===== config.mk =====
export PLATFORM = sky130hd
export DESIGN_NAME = bit_serial_adder
export DESIGN_NICKNAME = d
export VERILOG_FILES = /design/src/rtl/bit_serial_adder.sv
export SDC_FILE = /design/constraint.sdc
export NUM_CORES = 1
export LEC_CHECK = 0
export ABC_CLOCK_PERIOD_IN_PS = 2800
export CORE_AREA = 2 2 60 62
export CTS_BUF_LIST = sky130_fd_sc_hd__clkbuf_4 sky130_fd_sc_hd__clkbuf_8 sky130_fd_sc_hd__clkbuf_16
export CTS_CLUSTER_DIAMETER = 120
export DETAILED_ROUTE_END_ITERATION = 6
export DIE_AREA = 0 0 62 64
export GPL_TIMING_DRIVEN = 0
export PLACE_DENSITY = 0.85
export SYNTH_ARGS = -nofsm -noshare
export SYNTH_HDL_FRONTEND = slang
export SYNTH_SLANG_ARGS = --single-unit

===== constraint.sdc =====
create_clock -name clk -period 2.8 [get_ports clk]
set_clock_uncertainty 0.05 [all_clocks]
set_input_delay 0.28 -clock clk [delete_from_list [all_inputs] [get_ports clk]]
set_output_delay 0.28 -clock clk [all_outputs]
set_load 0.01 [all_outputs]

===== src/rtl/bit_serial_adder.sv =====
// -----------------------------------------------------------------------------
// bit_serial_adder
//
// Purpose:
//   Adds two WIDTH-bit operands plus a carry-in using a single full-adder cell,
//   one bit pair per clock, LSB first. The operands and the carry-in are
//   captured when a start request is accepted in IDLE. After WIDTH RUN cycles
//   the block spends one cycle in DONE, raising done, with {cout, sum} equal to
//   a + b + cin. It then returns to IDLE, where sum and cout are held until the
//   next accepted start.
//
// Parameters:
//   WIDTH  operand width in bits, legal range 2..32 (default 8)
//
// Ports:
//   clk    in   1      sole clock, rising edge
//   rst_n  in   1      synchronous active-low reset, sampled on the rising edge
//   start  in   1      begin an addition; only looked at in IDLE
//   a      in   WIDTH  operand A, captured on the accepted start edge
//   b      in   WIDTH  operand B, captured on the accepted start edge
//   cin    in   1      carry-in, captured on the accepted start edge
//   busy   out  1      high while in RUN
//   done   out  1      one-cycle pulse while in DONE
//   sum    out  WIDTH  registered result, valid from DONE until the next start
//   cout   out  1      registered carry-out, same validity as sum
//
// Latency:
//   Start accepted at edge T -> done is high in the cycle after edge T+WIDTH.
// -----------------------------------------------------------------------------
module bit_serial_adder #(
    parameter int WIDTH = 8
) (
    input  logic             clk,
    input  logic             rst_n,
    input  logic             start,
    input  logic [WIDTH-1:0] a,
    input  logic [WIDTH-1:0] b,
    input  logic             cin,
    output logic             busy,
    output logic             done,
    output logic [WIDTH-1:0] sum,
    output logic             cout
);

    // The counter needs one bit more than an index into the operand. It has
    // to reach WIDTH after the last RUN edge without wrapping.
    localparam int CNT_W = $clog2(WIDTH) + 1;

    // Catch an illegal width while the design is being elaborated.
    if (WIDTH < 2 || WIDTH > 32) begin : g_bad_width
        $error("bit_serial_adder: WIDTH must be in 2..32");
    end

    typedef enum logic [1:0] {
        IDLE = 2'd0,
        RUN  = 2'd1,
        DONE = 2'd2
    } state_t;

    // -------------------------------------------------------------------------
    // State registers
    // -------------------------------------------------------------------------
    state_t             state_q, state_d;
    logic [WIDTH-1:0]   a_q,     a_d;
    logic [WIDTH-1:0]   b_q,     b_d;
    logic               carry_q, carry_d;
    logic [CNT_W-1:0]   cnt_q,   cnt_d;
    logic [WIDTH-1:0]   sum_q,   sum_d;
    logic               cout_q,  cout_d;

    // Full-adder cell signals
    logic               a_bit;
    logic               b_bit;
    logic               s_bit;
    logic               c_next;

    // -------------------------------------------------------------------------
    // Next-state and datapath logic
    // -------------------------------------------------------------------------
    always_comb begin
        // NOTE: every variable this block writes gets a default first. That
        // way no path through the case statement leaves a value unassigned,
        // and so no latch is inferred.
        state_d = state_q;
        a_d     = a_q;
        b_d     = b_q;
        carry_d = carry_q;
        cnt_d   = cnt_q;
        sum_d   = sum_q;
        cout_d  = cout_q;
        a_bit   = 1'b0;
        b_bit   = 1'b0;

        // Select the operand bit pair addressed by the counter. The operand
        // registers stay untouched during RUN, so later input changes on a,
        // b or cin cannot reach the result.
        for (int i = 0; i < WIDTH; i++) begin
            if (cnt_q == CNT_W'(i)) begin
                a_bit = a_q[i];
                b_bit = b_q[i];
            end
        end

        // Single full-adder cell
        s_bit  = a_bit ^ b_bit ^ carry_q;
        c_next = (a_bit & b_bit) | (a_bit & carry_q) | (b_bit & carry_q);

        case (state_q)
            IDLE: begin
                if (start) begin
                    a_d     = a;
                    b_d     = b;
                    carry_d = cin;
                    cnt_d   = '0;
                    sum_d   = '0;
                    state_d = RUN;
                end
            end

            RUN: begin
                for (int i = 0; i < WIDTH; i++) begin
                    if (cnt_q == CNT_W'(i)) begin
                        sum_d[i] = s_bit;
                    end
                end
                carry_d = c_next;
                cnt_d   = cnt_q + CNT_W'(1);
                // The final bit produces the carry-out, and this edge moves
                // the block to DONE.
                if (cnt_q == CNT_W'(WIDTH - 1)) begin
                    cout_d  = c_next;
                    state_d = DONE;
                end
            end

            DONE: begin
                state_d = IDLE;
            end

            default: begin
                state_d = IDLE;
            end
        endcase
    end

    // -------------------------------------------------------------------------
    // Registers with synchronous active-low reset
    // -------------------------------------------------------------------------
    always_ff @(posedge clk) begin
        // NOTE: flops are updated with non-blocking assignments. Every
        // register then samples its _d value from before the edge, whatever
        // order the statements appear in.
        if (!rst_n) begin
            state_q <= IDLE;
            // NOTE: the operand registers are individual flops, not a memory
            // array, so they take part in reset like the rest of the state.
            a_q     <= '0;
            b_q     <= '0;
            carry_q <= 1'b0;
            cnt_q   <= '0;
            sum_q   <= '0;
            cout_q  <= 1'b0;
        end else begin
            state_q <= state_d;
            a_q     <= a_d;
            b_q     <= b_d;
            carry_q <= carry_d;
            cnt_q   <= cnt_d;
            sum_q   <= sum_d;
            cout_q  <= cout_d;
        end
    end

    // -------------------------------------------------------------------------
    // Outputs
    // -------------------------------------------------------------------------
    // Both strobes are decoded from the state register. They are therefore
    // glitch-free and can never be high at the same time.
    assign busy = (state_q == RUN);
    assign done = (state_q == DONE);
    assign sum  = sum_q;
    assign cout = cout_q;

endmodule


==> flow_metrics.py <==
metrics = {
    "outcome": {
        "outcome": "completed",
    },
    "timing": {
        "grt_setup_unrepaired": "false",
        "maxSlewHeadroom_pct": 67.51,
        "worstMarginPinSlew_ns": 0.4869,
        "finalCriticalPeriod_ns": 2.590,
        "hold_viol_final": 0,
        "max_freq_mhz": 386.2,
        "final_count_of_negative_setup_slack_endpoints": 0,
        "timing.hold.ws_ns": 0.4192,
        "final.period_utilization_pct": 92.49,
        "final-max-slew-violation-count": 0,
        "final.setup.tns_ns": 0,
    },
    "synth": {
        "synth_enable_flop_cells": 0,
        "post-synth-top-area-cell": "dfxtp_1",
        "synth.most_common_cell": "nand2_1",
        "synth.net_count": 223,
        "synth_common_cells": "nand2_1 (49), dfxtp_1 (32), a21boi_0 (16)",
        "synth.yosys.warnings": 0,
        "synthArstFlopShare_pct": 0,
        "synthesis.area_um2": 1620,
        "synth_top_area_share_pct": 39.54,
        "synth_cell_types": 38,
        "synth_seq_cells": 32,
        "yosysSeqAreaShare_pct": 39.54,
        "synth_area_per_cell_um2": 8.183,
        "postSynth.topFlopCell": "dfxtp_1",
        "post_synth_inst_count": 198,
        "post_synth_main_area_contributors": "dfxtp_1 (40%), nand2_1 (11%), a21boi_0 (7.4%)",
    },
    "pwr": {
        "report.power.total_uw": 941.6,
        "cellLeakagePower_nw": 0.7550,
        "power_per_cell_area_nw_per_um2": 460.8,
        "combPwrFrac_pct": 17.7,
        "clock_power_share_pct": 30.2,
        "sw_frac_of_total_pct": 27.89,
        "power.sequential.fraction_pct": 52.1,
        "max-vdd-ir-drop_uv": 341.0,
        "switchingPower_uw": 262.6,
        "internal_power_uw": 678.9,
    },
    "floorplan": {
        "initial_utilization_pct": 49.33,
        "chipWidth_um": 62,
        "die_h_um": 64,
        "die-area_um2": 3968,
        "fp-row-count": 21,
        "boundaryPins": 31,
        "floorplan.core_area_um2": 3284,
    },
    "detailed_routing": {
        "ant_nets": 0,
        "routed-via-count": 1479,
        "drt_drc_violations_left": 0,
        "detailedRoute.firstPassIterationCount": 4,
        "finalWirelength_um": 3606,
        "first_iter_violations": 75,
        "drt-wirelength-per-cell_um": 12.79,
        "detail_route.vias_per_cell": 5.245,
    },
    "clocking": {
        "cts.sink_count": 32,
        "clockRootBuffer": "clkbuf_4",
        "cts_buffer_depth": 2,
        "clock_latency_on_the_worst_skew_pair_ns": 0.34,
        "cts-hold-fix-buffers": 0,
        "cts-buffers-inserted": 5,
        "tritoncts": "done",
        "worst_setup_hold_path_clk_slew_ns": 0.10,
        "h-tree-depth": 2,
    },
    "critical_path": {
        "crit_path_max_fanout": 8,
        "worstSetupPathType": "reg -> reg",
        "worst-endpoint-required_ns": 3.04,
        "timing.critical_path.arrival_ns": 2.83,
        "worstSetupStartpoint": "cnt_q[1]",
        "critPathLaunchType": "flop",
        "worstReg2RegStart": "cnt_q[1]",
        "setup.worst_path.end_class": "flop",
        "slowest_stage_cell_cp": "fa_2",
        "critical_path.max_stage_delay_ns": 0.62,
        "path_cells": "inv_1 > ha_1 > clkbuf_1 > nand2_1 > o21ai_0 > a221oi_1 > o22ai_1 > fa_2 > nand2_2 > a21oi_1 > o21a_1",
    },
    "global_routing": {
        "grt_start_max_net_pins": 11,
        "global_route.usage.total_pct": 20.55,
        "grt_pass1_wl_um": 6099,
        "grt_remaining_overflow": 0,
        "grt_pass1_vias": 1358,
        "antenna_violations_before_repair": 0,
    },
    "place": {
        "port_buffers": 30,
        "gp_congestion": 0.8360,
        "place.detailed.hpwl_um": 2617,
    },
    "cells_and_area": {
        "fraction_of_final_layout_cells_with_drive_strength_greater_than_1_pct": 10.59,
        "final_net_count": 260,
        "n_antenna_cell": 0,
        "total_area_of_sequential_cells_um2": 641.9,
        "multi_input_comb_area_um2": 888.4,
        "synthToLayoutAreaGrowth_pct": 26.10,
        "fillers": 297,
    },
    "flow_run": {
        "maxCapViolations": 0,
    },
    "hold_path": {
        "min-delay-start": "a_q[2]",
        "worst_hold_path_type": "reg -> reg",
    },
}
[layer usage]
layer / global-route usage (%) / vias up / part of all wire, %
met5: 0 / - / 0
met4: 8.245 / 0 / 2.3
met3: 5.668 / 10 / 7.4
met2: 30.34 / 56 / 46
met1: 27.80 / 664 / 44
li1: - / 749 / -
[timing repair]
| action | 4_1_cts | 5_1_grt |
|---|---|---|
| gates resized for setup | 0 | 2 |
| setup endpoints to repair | 0 | 5 |
| buffers inserted | 0 | 0 |
[flip-flops by register name (all words and copies together) (netlist names)]
name     cells
b_q          8
cout         1
cnt_q        4
state_q      2
a_q          8
sum          8
carry_q      1
[metrics by stage]
step	worst slack (ns)	util (%)	std cells	instance area (um2)
final	0.2104	62.21	282	2043
after global routing	0.01273	62.21	282	2043
after CTS	0.1096	62.10	282	2039
after detailed placement	0.1365	60.23	274	1978
after global placement	0.1905	60.23	274	1978
after floorplan	0.4737	-	198	1620
[cells in the final DEF (no fill, tap or decap), types with 2 or more instances in the layout]
cell	count
nand2_1	49
dfxtp_1	31
clkdlybuf4s50_1	30
a21boi_0	16
nor2_1	12
a21oi_1	12
nand3_1	8
a21boi_1	7
and3_1	5
o21a_1	5
clkbuf_4	5
buf_2	4
clkbuf_1	4
o21ai_0	4
ha_1	4
nand2b_1	3
buf_6	3
inv_1	3
nor2b_1	3
nand3b_1	3
o22ai_1	2
clkinv_2	2
[critical path: cells and delay by family, from the launching register on]
family,cells,cell delay (ns)
AOI/OAI and AO/OA,5,0.78
adders and majority gates,2,0.80
buffers and inverters,2,0.29
DFF,1,0.41
and+or+nand+nor,2,0.21
[final timing paths]
kind / end / slack (ns) / depth (start not counted)
worst max-delay path: sum[7] / 0.21 / 11
worst min-delay path: a_q[2] / 0.42 / 2
worst max register to register: sum[7] / 0.21 / 11
worst min register to register: a_q[2] / 0.42 / 2
[cell type report]
type	instances	area share (%)
Clock buffer	6	2.511
Clock inverter	2	0.4899
Tap cell	46	2.817
Buffer	12	3.735
Multi-Input combinational cell	150	43.48
Sequential cell	32	31.41
Timing Repair Buffer	30	14.70
Inverter	4	0.8573
[logic make-up (layout without fill, tap and decap cells)]
logic type / Yosys count / in the layout / synth area share, %
and+or+nand+nor: 91 / 91 / 27.95
AOI/OAI and AO/OA: 54 / 54 / 22.40
DFF: 32 / 32 / 39.54
buffers and inverters: 16 / 54 / 5.792
adders and majority gates: 5 / 5 / 4.324
[power by group through the flow]
stage          Combinational, mW  Sequential, mW  Clock (mW)
4_1_cts                    0.166           0.490       0.281
6_report                   0.167           0.490       0.284
3_5_place_dp               0.165           0.500           0
5_1_grt                    0.186           0.493       0.311
2_1_floorplan              0.103           0.498           0
3_3_place_gp               0.162           0.499           0
Power figures use the tool's default switching activity.
